==> config.mk <==
export PLATFORM = sky130hd
export DESIGN_NAME = dmem_port_arbiter_flat
export DESIGN_NICKNAME = d
export VERILOG_FILES = /design/src/rtl/dmem_port_arbiter_if.sv /design/src/rtl/dmem_port_arbiter.sv /design/src/flat_wrapper.sv
export SDC_FILE = /design/constraint.sdc
export NUM_CORES = 1
export LEC_CHECK = 0
export CAP_MARGIN = 20
export CORE_ASPECT_RATIO = 1.25
export CORE_MARGIN = 2
export CORE_UTILIZATION = 36
export DETAILED_ROUTE_END_ITERATION = 10
export PLACE_DENSITY_LB_ADDON = 0.15
export RECOVER_POWER = 100
export SLEW_MARGIN = 30
export SYNTH_ARGS = -nofsm -noshare
export SYNTH_HDL_FRONTEND = slang
export SYNTH_SLANG_ARGS = --single-unit
export TNS_END_PERCENT = 100
==> constraint.sdc <==
create_clock -name clk -period 2.35 [get_ports clk]
set_input_delay 0.705 -clock clk [delete_from_list [all_inputs] [get_ports clk]]
set_output_delay 0.705 -clock clk [all_outputs]
set_load 0.1 [all_outputs]
==> src/rtl/dmem_port_arbiter_if.sv <==
// Bus bundle between the CPU MEM stage, the debug requester, the data SRAM and
// dmem_port_arbiter. The arbiter uses the slave view; the environment the master view.
interface dmem_port_arbiter_if #(
   parameter int unsigned ADDR_W = 11,
   parameter int unsigned DATA_W = 32
);
   logic              cpu_req;
   logic              cpu_we;
   logic [ADDR_W-1:0] cpu_addr;
   logic [DATA_W-1:0] cpu_wdata;
   logic              cpu_stall;
   logic              cpu_rvalid;
   logic [DATA_W-1:0] cpu_rdata;

   logic              dbg_req;
   logic              dbg_we;
   logic [ADDR_W-1:0] dbg_addr;
   logic [DATA_W-1:0] dbg_wdata;
   logic              dbg_gnt;
   logic              dbg_rvalid;
   logic [DATA_W-1:0] dbg_rdata;

   logic              mem_en;
   logic              mem_we;
   logic [ADDR_W-1:0] mem_addr;
   logic [DATA_W-1:0] mem_wdata;
   logic [DATA_W-1:0] mem_rdata;

   modport slave (
      input  cpu_req, cpu_we, cpu_addr, cpu_wdata,
      output cpu_stall, cpu_rvalid, cpu_rdata,
      input  dbg_req, dbg_we, dbg_addr, dbg_wdata,
      output dbg_gnt, dbg_rvalid, dbg_rdata,
      output mem_en, mem_we, mem_addr, mem_wdata,
      input  mem_rdata
   );

   modport master (
      output cpu_req, cpu_we, cpu_addr, cpu_wdata,
      input  cpu_stall, cpu_rvalid, cpu_rdata,
      output dbg_req, dbg_we, dbg_addr, dbg_wdata,
      input  dbg_gnt, dbg_rvalid, dbg_rdata,
      input  mem_en, mem_we, mem_addr, mem_wdata,
      output mem_rdata
   );
endinterface

==> src/rtl/dmem_port_arbiter.sv <==
// Shares the single data-SRAM port between the CPU MEM stage and a debug requester.
// Define DMEM_ARB_PERF_EN to add saturating stall / forced-debug-grant counters.
module dmem_port_arbiter #(
   parameter int unsigned ADDR_W     = 11,
   parameter int unsigned DATA_W     = 32,
   parameter int unsigned RD_LAT     = 1,
   parameter int unsigned STARVE_MAX = 4
) (
   input  logic               clk,
   input  logic               reset,
`ifdef DMEM_ARB_PERF_EN
   output logic [15:0]        perf_cpu_wait,
   output logic [7:0]         perf_dbg_force,
`endif
   dmem_port_arbiter_if.slave bus
);

   localparam int unsigned StarveW = $clog2(STARVE_MAX + 1);
   localparam int unsigned LatW    = 2;
   localparam logic [StarveW-1:0] StarveMax = StarveW'(STARVE_MAX);
   localparam logic [LatW-1:0]    LatInit   = LatW'(RD_LAT - 1);

   typedef enum logic [1:0] {StIdle, StWaitRd, StResp} state_e;

   state_e              state_q;
   logic [LatW-1:0]     lat_q;
   logic                owner_dbg_q;
   logic [StarveW-1:0]  starve_q;
   logic                cpu_rvalid_q;
   logic                dbg_rvalid_q;
   logic [DATA_W-1:0]   cpu_rdata_q;
   logic [DATA_W-1:0]   dbg_rdata_q;

   logic                dbg_win;
   logic                cpu_win;
   logic                issue_rd;
   logic                cpu_stall;

   // Debug only beats a live CPU request once the CPU has won STARVE_MAX times in a row.
   always_comb begin
      dbg_win = 1'b0;
      cpu_win = 1'b0;
      if (state_q == StIdle && !reset) begin
         if (bus.dbg_req && (!bus.cpu_req || starve_q == StarveMax)) begin
            dbg_win = 1'b1;
         end else if (bus.cpu_req) begin
            cpu_win = 1'b1;
         end
      end
   end

   always_comb begin
      bus.mem_en    = dbg_win | cpu_win;
      bus.mem_we    = 1'b0;
      bus.mem_addr  = '0;
      bus.mem_wdata = '0;
      if (dbg_win) begin
         bus.mem_we    = bus.dbg_we;
         bus.mem_addr  = bus.dbg_addr;
         bus.mem_wdata = bus.dbg_wdata;
      end else if (cpu_win) begin
         bus.mem_we    = bus.cpu_we;
         bus.mem_addr  = bus.cpu_addr;
         bus.mem_wdata = bus.cpu_wdata;
      end
   end

   assign issue_rd = bus.mem_en & ~bus.mem_we;

   // A CPU read releases the pipeline in its response cycle, a write in its issue cycle.
   assign cpu_stall      = bus.cpu_req & ~((cpu_win & bus.cpu_we) | cpu_rvalid_q);
   assign bus.cpu_stall  = cpu_stall;
   assign bus.cpu_rvalid = cpu_rvalid_q;
   assign bus.cpu_rdata  = cpu_rdata_q;
   assign bus.dbg_gnt    = dbg_win;
   assign bus.dbg_rvalid = dbg_rvalid_q;
   assign bus.dbg_rdata  = dbg_rdata_q;

   always_ff @(posedge clk) begin
      if (reset) begin
         state_q      <= StIdle;
         lat_q        <= '0;
         owner_dbg_q  <= 1'b0;
         starve_q     <= '0;
         cpu_rvalid_q <= 1'b0;
         dbg_rvalid_q <= 1'b0;
         cpu_rdata_q  <= '0;
         dbg_rdata_q  <= '0;
      end else begin
         cpu_rvalid_q <= 1'b0;
         dbg_rvalid_q <= 1'b0;

         if (dbg_win || !bus.dbg_req) begin
            starve_q <= '0;
         end else if (cpu_win && starve_q != StarveMax) begin
            starve_q <= starve_q + 1'b1;
         end

         unique case (state_q)
            StIdle: begin
               if (issue_rd) begin
                  state_q     <= StWaitRd;
                  lat_q       <= LatInit;
                  owner_dbg_q <= dbg_win;
               end
            end
            StWaitRd: begin
               if (lat_q == '0) begin
                  state_q <= StResp;
                  if (owner_dbg_q) begin
                     dbg_rdata_q  <= bus.mem_rdata;
                     dbg_rvalid_q <= 1'b1;
                  end else begin
                     cpu_rdata_q  <= bus.mem_rdata;
                     cpu_rvalid_q <= 1'b1;
                  end
               end else begin
                  lat_q <= lat_q - 1'b1;
               end
            end
            StResp:  state_q <= StIdle;
            default: state_q <= StIdle;
         endcase
      end
   end

`ifdef DMEM_ARB_PERF_EN
   // A debug win against a live CPU request can only come from starvation.
   always_ff @(posedge clk) begin
      if (reset) begin
         perf_cpu_wait  <= '0;
         perf_dbg_force <= '0;
      end else begin
         if (cpu_stall && perf_cpu_wait != 16'hFFFF) begin
            perf_cpu_wait <= perf_cpu_wait + 16'd1;
         end
         if (dbg_win && bus.cpu_req && perf_dbg_force != 8'hFF) begin
            perf_dbg_force <= perf_dbg_force + 8'd1;
         end
      end
   end
`else
   // No performance counters in this build.
`endif

   a_cpu_addr_held : assert property (@(posedge clk)
      (!reset && cpu_stall) |=> (reset || (bus.cpu_req && $stable(bus.cpu_addr))))
      else $error("cpu_addr changed while the MEM stage was stalled");

endmodule
==> src/flat_wrapper.sv <==
// flat-port wrapper written by rule: the top's interface ports become plain ports
module dmem_port_arbiter_flat 
#(
   parameter int unsigned ADDR_W     = 11,
   parameter int unsigned DATA_W     = 32,
   parameter int unsigned RD_LAT     = 1,
   parameter int unsigned STARVE_MAX = 4
)
  (clk, reset, bus_cpu_req, bus_cpu_we, bus_cpu_addr, bus_cpu_wdata, bus_cpu_stall, bus_cpu_rvalid, bus_cpu_rdata, bus_dbg_req, bus_dbg_we, bus_dbg_addr, bus_dbg_wdata, bus_dbg_gnt, bus_dbg_rvalid, bus_dbg_rdata, bus_mem_en, bus_mem_we, bus_mem_addr, bus_mem_wdata, bus_mem_rdata);
  dmem_port_arbiter_if #(.ADDR_W(ADDR_W), .DATA_W(DATA_W)) bus_i ();
  input  logic clk;
  input  logic reset;
  input wire logic [$bits(bus_i.cpu_req)-1:0] bus_cpu_req;
  input wire logic [$bits(bus_i.cpu_we)-1:0] bus_cpu_we;
  input wire logic [$bits(bus_i.cpu_addr)-1:0] bus_cpu_addr;
  input wire logic [$bits(bus_i.cpu_wdata)-1:0] bus_cpu_wdata;
  output wire logic [$bits(bus_i.cpu_stall)-1:0] bus_cpu_stall;
  output wire logic [$bits(bus_i.cpu_rvalid)-1:0] bus_cpu_rvalid;
  output wire logic [$bits(bus_i.cpu_rdata)-1:0] bus_cpu_rdata;
  input wire logic [$bits(bus_i.dbg_req)-1:0] bus_dbg_req;
  input wire logic [$bits(bus_i.dbg_we)-1:0] bus_dbg_we;
  input wire logic [$bits(bus_i.dbg_addr)-1:0] bus_dbg_addr;
  input wire logic [$bits(bus_i.dbg_wdata)-1:0] bus_dbg_wdata;
  output wire logic [$bits(bus_i.dbg_gnt)-1:0] bus_dbg_gnt;
  output wire logic [$bits(bus_i.dbg_rvalid)-1:0] bus_dbg_rvalid;
  output wire logic [$bits(bus_i.dbg_rdata)-1:0] bus_dbg_rdata;
  output wire logic [$bits(bus_i.mem_en)-1:0] bus_mem_en;
  output wire logic [$bits(bus_i.mem_we)-1:0] bus_mem_we;
  output wire logic [$bits(bus_i.mem_addr)-1:0] bus_mem_addr;
  output wire logic [$bits(bus_i.mem_wdata)-1:0] bus_mem_wdata;
  input wire logic [$bits(bus_i.mem_rdata)-1:0] bus_mem_rdata;
  assign bus_i.cpu_req = bus_cpu_req;
  assign bus_i.cpu_we = bus_cpu_we;
  assign bus_i.cpu_addr = bus_cpu_addr;
  assign bus_i.cpu_wdata = bus_cpu_wdata;
  assign bus_cpu_stall = bus_i.cpu_stall;
  assign bus_cpu_rvalid = bus_i.cpu_rvalid;
  assign bus_cpu_rdata = bus_i.cpu_rdata;
  assign bus_i.dbg_req = bus_dbg_req;
  assign bus_i.dbg_we = bus_dbg_we;
  assign bus_i.dbg_addr = bus_dbg_addr;
  assign bus_i.dbg_wdata = bus_dbg_wdata;
  assign bus_dbg_gnt = bus_i.dbg_gnt;
  assign bus_dbg_rvalid = bus_i.dbg_rvalid;
  assign bus_dbg_rdata = bus_i.dbg_rdata;
  assign bus_mem_en = bus_i.mem_en;
  assign bus_mem_we = bus_i.mem_we;
  assign bus_mem_addr = bus_i.mem_addr;
  assign bus_mem_wdata = bus_i.mem_wdata;
  assign bus_i.mem_rdata = bus_mem_rdata;
  dmem_port_arbiter #(.ADDR_W(ADDR_W), .DATA_W(DATA_W), .RD_LAT(RD_LAT), .STARVE_MAX(STARVE_MAX)) u_core (.clk(clk), .reset(reset), .bus(bus_i));
endmodule
## After elaboration in Yosys (flattened, before gate mapping)

Cells that the tools add are included.

| word-level totals | value |
|---|---|
| output and inout port bits | 113 |
| bits of input ports | 124 |
| word-level logic and storage cells | 63 |
| flip-flop bits (word level) | 74 |

| operators by class | value |
|---|---|
| reduce and logical (&&, ||, !) cells | 18 |
| equality and inequality tests | 6 |
| bitwise gates (word level) | 10 |
| add/sub/neg operators | 2 |
| multiplexer cells | 19 |

Operators with widths:

| kind | count |
|---|---|
| $mux 32 | 2 |
| $mux 11 | 2 |
| $mux 1 | 9 |
| $reduce_and 3->1 | 3 |
| $mux 2 | 4 |
| $pmux 2 s2 | 2 |
| $not 1->1 | 5 |
| $logic_not 2->1 | 2 |
| $ne 2x1->1 const B | 2 |
| $reduce_and 2->1 | 2 |
| $add 3x1->3 const B | 1 |
| $and 1x1->1 | 3 |
| $eq 3x3->1 const B | 1 |
| $logic_and 1x1->1 | 3 |
| $logic_not 1->1 | 3 |
| $ne 3x3->1 const B | 1 |
| $reduce_or 3->1 | 1 |
| $eq 2x1->1 const B | 1 |
| $logic_or 1x1->1 | 2 |
| $ne 2x2->1 const B | 1 |
| $or 1x1->1 | 2 |
| $reduce_bool 2->1 | 1 |
| $reduce_or 2->1 | 1 |
| $sub 2x1->2 const B | 1 |

## Depth between registers and ports, before layout

Gate-level depths: netlist of run 1.

| logic depth | value |
|---|---|
| depth after elaboration | 11 |
| depth in mapped cells | 7 |
| mapped depth without buffers | 5 |

## Worst setup path after synthesis of run 1

No wires, ideal clock.

| timing path | value |
|---|---|
| path type | input to output |
| from | input port bus_cpu_req |
| to | output port bus_cpu_stall |
| path buffers | 2 |
| required time | 1.645 ns |
| path slack | -1.891 ns |
| arrival | 3.536 ns |
| stages | 4 |
| cells stage by stage | buf_2 > buf_1 > inv_1 > a311oi_1 |

| on the way | value |
|---|---|
| word-level cells in the longest chain between the ends | 9 |
| elaborated cells between the ends (all ways) | 10 |
| those cells by class | mux (3); bitwise (4); reduce/logical (3) |

RTL lines:

| item | RTL line | RTL |
|---|---|---|
| from (decl) | flat_wrapper.sv:13 | `input wire logic [$bits(bus_i.cpu_req)-1:0] bus_cpu_req;` |
| $logic_not 1->1 | dmem_port_arbiter.sv:44 | `if (bus.dbg_req && (!bus.cpu_req \|\| starve_q == StarveMax)) begin` |
| $logic_or 1x1->1 | dmem_port_arbiter.sv:44 |  |
| $logic_and 1x1->1 | dmem_port_arbiter.sv:44 |  |
| $mux 1 | dmem_port_arbiter.sv:44 |  |
| $mux 1 | dmem_port_arbiter.sv:43 | `if (state_q == StIdle && !reset) begin` |
| $and 1x1->1 | dmem_port_arbiter.sv:71 | `assign cpu_stall = bus.cpu_req & ~((cpu_win & bus.cpu_we) \| cpu_rvalid_q);` |
| $or 1x1->1 | dmem_port_arbiter.sv:71 |  |
| $not 1->1 | dmem_port_arbiter.sv:71 |  |
| $and 1x1->1 (*) | dmem_port_arbiter.sv:71 |  |
| to (decl) | flat_wrapper.sv:17 | `output wire logic [$bits(bus_i.cpu_stall)-1:0] bus_cpu_stall;` |

Every way passes the cells marked *; elsewhere a longest branch is shown, timed or not.

## Worst setup path after layout of run 1

| timing path | value |
|---|---|
| from | register u_core.starve_q[1] |
| to | output port bus_mem_wdata[15] |

| on the way | value |
|---|---|
| word-level cells in the longest chain between the ends | 7 |
| elaborated cells between the ends (all ways) | 9 |
| those cells by class | eq/ne (1); mux (6); reduce/logical (2) |

RTL lines:

| item | RTL line | RTL |
|---|---|---|
| from (decl) | dmem_port_arbiter.sv:28 | `logic [StarveW-1:0] starve_q;` |
| from (signal assigned) | dmem_port_arbiter.sv:96 | `starve_q <= starve_q + 1'b1;` |
| $eq 3x3->1 (*) | dmem_port_arbiter.sv:44 |  |
| $logic_or 1x1->1 (*) | dmem_port_arbiter.sv:44 |  |
| $logic_and 1x1->1 (*) | dmem_port_arbiter.sv:44 |  |
| $mux 1 | dmem_port_arbiter.sv:44 |  |
| $mux 1 | dmem_port_arbiter.sv:43 |  |
| $mux 32 | dmem_port_arbiter.sv:61 | `end else if (cpu_win) begin` |
| $mux 32 (*) | dmem_port_arbiter.sv:57 | `if (dbg_win) begin` |
| to (decl) | flat_wrapper.sv:30 | `output wire logic [$bits(bus_i.mem_wdata)-1:0] bus_mem_wdata;` |

Marks and branches as above.

==> results.txt, run 1 <==
- Unrepaired setup endpoints after global routing: true
- Net switching is 36.0% of the power.
- Portion of the post-synthesis area used by sequential elements: 40.7%
- For the final routed database, the setup TNS stands at -12.16 ns.
- Number of clock sinks: 74
- CP Launch Point: u_core.starve_q[1]
- Yosys Warn Count: 0
- Boundary Pins: 237
- Counting flops and latches in the post-synthesis netlist gives 74.
* Most frequent cells in the layout: 132 x nand2_1, 120 x clkdlybuf4s50_1, 71 x dfxtp_1
- Data required time of the worst path: 1.64 ns
* DRT antenna net count: 0
- Post-Syn Area: 3640 sq um
- Mean Syn Cell Area: 7.17 sq um
- Detailed-route wire length per cell: 20.1 microns
* Worst Path Arrival: 2.01 ns
* Setup slack on the worst flop-to-flop path: 0.43 ns
- Count of input and output buffers: 236
- Headroom to the max-slew limit came out at 3.10%.
- At the pin with the least slew margin, the transition time is 1.45 ns.
* Worst setup slack before clock tree synthesis: -0.670 ns
- The core region is 9950 sq um.
- Num rows: 41
* Post-route minimum period: 2.72 ns
- Clock Power Share: 30.8%
- Final Slew Violations: 0
- Number of global-route vias before repair: 4,936
* Status: complete, but fails checks
- Highest fanout seen on the critical path: 16
- Storage cell area: 1490 sq um
- Category of the critical setup timing path: flip-flop to output pin
- Per-cell via count in the routed design: 5.51
- Global routing finished with a remaining overflow of 0.
* DPL Wire Length: 10.7 mm
- For this run, the post-layout net count is 882.
* Dominant synthesized flop cell: dfxtp_1
- Largest net degree at the start of global routing: 76
- Fillcell total: 631
- The number of antenna violations at the first check in global routing came to 0.
- Startpoint of the worst-slack reg-to-reg timing path: u_core.starve_q[1]
- The H-tree was split into 3 levels.
- TritonCTS built the clock tree.
* Most common library cell in the layout ignoring fill and taps: nand2_1
* Number of diodes added for antenna fixing: 0
* Global-route wire length before repair: 26.8 mm
- The checks that failed: negative setup slack.
- Classification of the worst-slack hold path: flip-flop to flip-flop
- In this run the most critical hold path is launched from u_core.bus.dbg_rdata[11].
- Combinational logic is responsible for 38.8% of the overall power.
* Vias post-DR: 4,894
- Across every metal layer, demand over resource in global routing totals 31.8%.
* RePlAce Congestion: 0.793
* Register clock-pin slew on the reported worst setup and hold paths: 0.05 ns
- Syn-to-layout area delta: 119%
- Peak supply drop: 0.505 mV
- Final period util: 116%
- For this block, the initial DRC count from the detailed router was 187.
* Nets in the synthesized netlist: 635
- Chip height: 116 microns
* Static leakage: 2.81 nW
- The cell sitting at the root of the clock tree is a clkbuf_16.
- Post-synth EDFFs: 0
- Fraction of synthesis flops using an asynchronous set or reset pin: 0%
- For the worst flop-to-flop path, the logic depth is 10.
- On the final layout, the worst clock skew is 0.00486 ns.
- Hold violation count in the final report: 0
- Setup-violating endpoint count in the final report: 48
* Number of remaining DRC errors: 0
- Sequential Power Share: 30.4%
- Buffers inserted during clock tree synthesis total 9.
- The worst setup path is captured at an output pin.
- Starting density of the core: 36.6%
- For this design the ratio of total power to cell area is 539 nW/um^2.
* Clock latency on the worst-skew pair: 0.32 ns
- X dimension of the die: 94.0 microns
* Die Outline Area: 10,900 sq um
- Number of library cell types mapped by synthesis: 33
- Startpoint class of the critical path: flip-flop
- The first detailed-routing pass took 4 iterations.
- Synthesis produced 508 cells.
* Cells on Worst Hold Path: 2
* Fmax: 368 MHz
- Setup slack on the critical path of the routed design comes to -0.367 ns.
* Reported net switching power: 1.55 mW
- Clk buf depth: 2
- Area occupied by multi-input gates: 2860 sq um
- Across the run, the number of max-cap violations was 0.
- Int Power: 2.75 mW
- For this block, the routed nets add up to 17.9 mm of wire.
- Fraction of layout instances using a drive strength above 1: 36.6%
==> metrics by stage <==
step | utilization [%] | hold slack, ns | cell area (sq um) | cells | power, mW
detailed placement | 72.3 | 0.448 | 7190 | 855 | 2.87
CTS | 81.7 | 0.455 | 8130 | 889 | 4.32
finish | 80.1 | 0.450 | 7970 | 888 | 4.30
global placement | 72.3 | 0.443 | 7190 | 855 | 2.84
floorplan | - | 0.449 | 4310 | 508 | 2.26
global route | 80.1 | 0.472 | 7970 | 888 | 4.44
==> cell usage after synthesis, drive strengths merged, types with 2 or more instances <==
library cell  instances  area share [%]
a21oi               113              16
buf                  21             2.9
clkbuf               33             3.4
dfxtp                74              41
ha                    3             1.0
inv                   8            0.82
nand2               133              14
nand2b                3            0.52
nand3                48             6.6
nor2                  4            0.41
nor2b                 2            0.34
nor4bb                2            0.55
o211ai               46             9.5
or3                   3            0.52
==> power groups by stage <==
stage	Clock, mW	Combinational (mW)	Sequential, mW
after detailed placement	0	1.53	1.33
after CTS	1.35	1.66	1.31
final	1.33	1.67	1.31
after floorplan	0	0.731	1.53
after global routing	1.41	1.72	1.31
after global placement	0	1.51	1.33
==> state kept, by name, indices dropped and copies added, names as in the netlist <==
register and cells:
u_core.owner_dbg_q 1, u_core.state_q 2, u_core.bus.cpu_rdata 32, u_core.bus.dbg_rvalid 1, u_core.bus.cpu_rvalid 1, u_core.lat_q 2, u_core.bus.dbg_rdata 32, u_core.starve_q 3
==> worst max-delay path: stages (launching register included) <==
cell and delay [ns]:
dfxtp_2 0.33, inv_2 0.04, ha_4 0.17, a21boi_4 0.24, buf_6 0.22, o211ai_1 0.26
a21oi_4 0.23, buf_12 0.19
==> per-layer routing <==
metal	GRT usage [%]	wire, microns	vias up
met5	0	0	-
met4	19.5	882	0
met3	9.42	1480	60
met2	56.0	9360	222
met1	33.1	6150	2339
li1	-	-	2273
==> worst paths after layout <==
path	end
setup / recovery	bus_mem_wdata[15]
hold / removal	u_core.bus.dbg_rdata[11]
setup reg to reg	u_core.owner_dbg_q
hold reg to reg	u_core.bus.dbg_rdata[11]
==> cells by family after synthesis <==
logic type | after synthesis | share of synthesized area [%]
flops | 74 | 40.7
compound gates | 167 | 26.9
simple gates | 202 | 24.3
buf+inv | 62 | 7.14
fa+ha+maj | 3 | 1.03
==> final cells by class <==
cell class              instances  share of cell area (%)
clock buffers                  13                    3.14
clock inverters                 2                   0.471
inverters                       8                   0.408
multi-input cells             372                    35.8
flip-flops and latches         74                    18.6
well taps                     129                    2.03
repair buffers                290                    39.5
==> timing repair <==
action	CTS	global route
hold buffers	0	0
pin swaps	66	28
endpoints found under the hold margin	0	0
setup endpoints to repair	47	47
buffers inserted	13	3
cloned	6	0
gates resized for setup	80	16
No activity file was read; power rests on OpenSTA's default activity.
==> run 2: changes to the inputs <==
--- a/config.mk
+++ b/config.mk
@@ -12,6 +12,7 @@
 export DETAILED_ROUTE_END_ITERATION = 10
 export PLACE_DENSITY_LB_ADDON = 0.15
 export RECOVER_POWER = 100
+export SETUP_SLACK_MARGIN = 0.15
 export SLEW_MARGIN = 30
 export SYNTH_ARGS = -nofsm -noshare
 export SYNTH_HDL_FRONTEND = slang
==> run 2 against run 1 <==
  * The flow still finishes with violations (negative setup slack)
  * Fmax decreased by 1.3%
  * Sequential power about the same
  * Hold slack about the same
  * Critical path depth up 2
  * Worst setup slack worse by 0.036 ns
  * Die area stayed put
  * First-iteration DRC count increased by 4.3%
  * Count of clock-buffer cells in the layout unchanged
  * Global-route usage stayed put
  * Wire length about the same
  * Flip-flop and latch count did not move
  * Largest cell class unchanged
  * Highest routed layer unchanged
==> results.txt, run 2 (synthesized netlist as in run 1, its figures left out) <==
* Data required time of the worst path: 1.64 ns
- For met1 alone, demand over resource in global routing was 33.1%.
- After the last flow step, the layout net total stands at 885.
- Startpoint of the worst-slack reg-to-reg timing path: u_core.starve_q[1]
- The run finished, with violations left.
* Worst R2R Path Depth: 10
* Worst slew slack as a fraction of its limit: 2.78%
- DPL Wire Length: 10.7 mm
* Per-cell via count in the routed design: 5.53
- For this run, design rule violations remaining after detail routing come to 0.
- Entering global routing, the biggest net connects 76 pins.
* Setup-violating endpoint count in the final report: 48
- Final worst-path setup slack: -0.403 ns
- In this run the tool buffered the top-level ports with 236 buffer cells.
* Fmax: 363 MHz
- Post-route minimum period: 2.75 ns
- For this run, global-route usage on met3 was measured as 9.42%.
- The tree is rooted in a clkbuf_16.
* Starting density of the core: 36.6%
- Global-route wire length before repair: 26.8 mm
- Most frequent cells in the layout: 132 x nand2_1, 120 x clkdlybuf4s50_1, 71 x dfxtp_1
- After routing the design area is 7990 sq um.
- After clock tree synthesis, the clock-pin slew on the worst setup and hold paths is 0.05 ns.
- Summed over all layers, the global routing overflow is 0.
* Unrepaired setup endpoints after global routing: true
* Chip height: 116 microns
- For this run, the detailed router's first-pass iteration total came to 5.
- Across all layers, the routed design uses 4,923 vias.
* Total length of routed wires: 17.9 mm
* Transition at the pin with the smallest max-transition slack: 1.46 ns
- In this run the most used layer during global routing was met2.
- After detailed placement, the total cell area comes to 7190 sq um.
- Peak supply drop: 0.507 mV
- The detailed router finished its first iteration with 195 violations.
- Global routing used 31.8% of the available tracks across all layers.
* Syn-to-layout area delta: 119%
- Setup slack on the worst flop-to-flop path: 0.42 ns
- The number of failing hold endpoints at the final stage was 0.
- Dividing the detail-routed wire length by the instance count gives 20.0 microns.
- Number of global-route vias before repair: 4,936
- Final period util: 117%
* RePlAce Congestion: 0.793
- Clock latency on the worst-skew pair: 0.33 ns
- In this run the worst hold path is classified as flip-flop to flip-flop.
* Max-capacitance violation count: 0
- CP Launch Point: u_core.starve_q[1]
* Total negative setup slack: -13.90 ns
- The die is 94.0 microns wide.
- Worst reg2reg path endpoint: u_core.owner_dbg_q
* Post-route core utilization: 80.3%
- Following the worst setup path forward leads to its endpoint at bus_mem_wdata[7].
- Power per standard cell area: 539 nW/um^2
- Number of antenna violations at the first check in global routing: 0
- The post-route netlist has 36.1% of its cells at a drive strength greater than 1.
- STA classifies the critical path endpoint as an output pin.
- The final max-slew violation count is 0.
* Worst Path Arrival: 2.05 ns
- Most common library cell in the layout ignoring fill and taps: nand2_1
- Cells on Worst Hold Path: 2
- For this run, global-route usage on met2 was measured as 56.0%.
* Cts-stage hold buffer count: 0
- TritonCTS built the clock tree.
- Startpoint class of the critical path: flip-flop
* Static leakage: 2.84 nW
- Counting every sink on the clock net gives 74.
* DRT antenna net count: 0
* Clk buf depth: 2
- Violated checks: negative setup slack
- After filler insertion, the fill cell instance count of the layout stands at 627.
- 237 I/O pins were placed.
* Cts bufs inserted: 9
- The worst setup path is of the flip-flop to output pin kind.
- The core region is 9950 sq um.
- In this run the worst path has a maximum fanout of 8.
- The number of antenna diodes in the final layout is 0.
- The H-tree was split into 3 levels.
- Num rows: 41
- On the final layout, the worst clock skew is 0.00617 ns.
- Die Outline Area: 10,900 sq um
## run 2: cell count changes in the layout (fill, tap and decap cells not counted), sizes merged
| cell | before | now |
|---|---|---|
| buf | 101 | 103 |
| clkbuf | 82 | 83 |
## run 2: worst min path at each step
| stage | to | start | slack [ns] |
|---|---|---|---|
| CTS | u_core.bus.dbg_rdata[11] | u_core.bus.dbg_rdata[11] | 0.46 |
| global placement | u_core.bus.dbg_rdata[22] | u_core.bus.dbg_rdata[22] | 0.44 |
| floorplan | u_core.starve_q[1] | u_core.starve_q[1] | 0.45 |
| global route | u_core.bus.dbg_rdata[31] | u_core.bus.dbg_rdata[31] | 0.47 |
| finish | u_core.bus.dbg_rdata[11] | u_core.bus.dbg_rdata[11] | 0.45 |
| detailed placement | u_core.bus.dbg_rdata[6] | u_core.bus.dbg_rdata[6] | 0.45 |
## run 2: repair_timing
item,4_1_cts,5_1_grt
pin swaps,66,44
setup endpoints to repair,47,47
gates cloned,6,1
setup buffers,13,1
gates resized for setup,80,2
## run 2: layer usage
metal  wire, microns  up-vias
li1                -     2279
met1            6070     2307
met2            9180      266
met3            1580       71
met4            1040        0
met5               0        -
## run 2: critical path, cell delays in order (launching register included)
cell and delay [ns]:
dfxtp_2 0.33, inv_2 0.05, ha_4 0.17, a21boi_4 0.23, buf_12 0.15, buf_12 0.10, buf_16 0.12, o211ai_1 0.16
a21oi_4 0.21, buf_12 0.19
## run 2: layout make-up
| type | instances | area (sq um) | share of cell area, % |
|---|---|---|---|
| Clock inverter | 2 | 37.5 | 0.470 |
| Timing Repair Buffer | 293 | 3230 | 40.4 |
| Clock buffer | 13 | 250 | 3.13 |
| Sequential cell | 74 | 1490 | 18.6 |
| Inverter | 8 | 32.5 | 0.407 |
| Multi-Input combinational cell | 372 | 2800 | 35.0 |
| Tap cell | 129 | 161 | 2.02 |
## run 2: through the flow
step / cells / worst slack, ns / hold WS (ns) / power, mW
3_3_place_gp: 855 / -0.614 / 0.443 / 2.84
5_1_grt: 891 / -0.453 / 0.472 / 4.45
3_5_place_dp: 855 / -0.670 / 0.448 / 2.87
4_1_cts: 889 / -0.300 / 0.455 / 4.32
6_report: 891 / -0.403 / 0.450 / 4.31
2_1_floorplan: 508 / -0.279 / 0.449 / 2.26
## run 2: report_power, final
part	internal (mW)	leakage [nW]	switching (mW)
Clock	0.846	0.136	0.485
Sequential	1.29	0.600	0.0193
Combinational	0.631	2.10	1.04
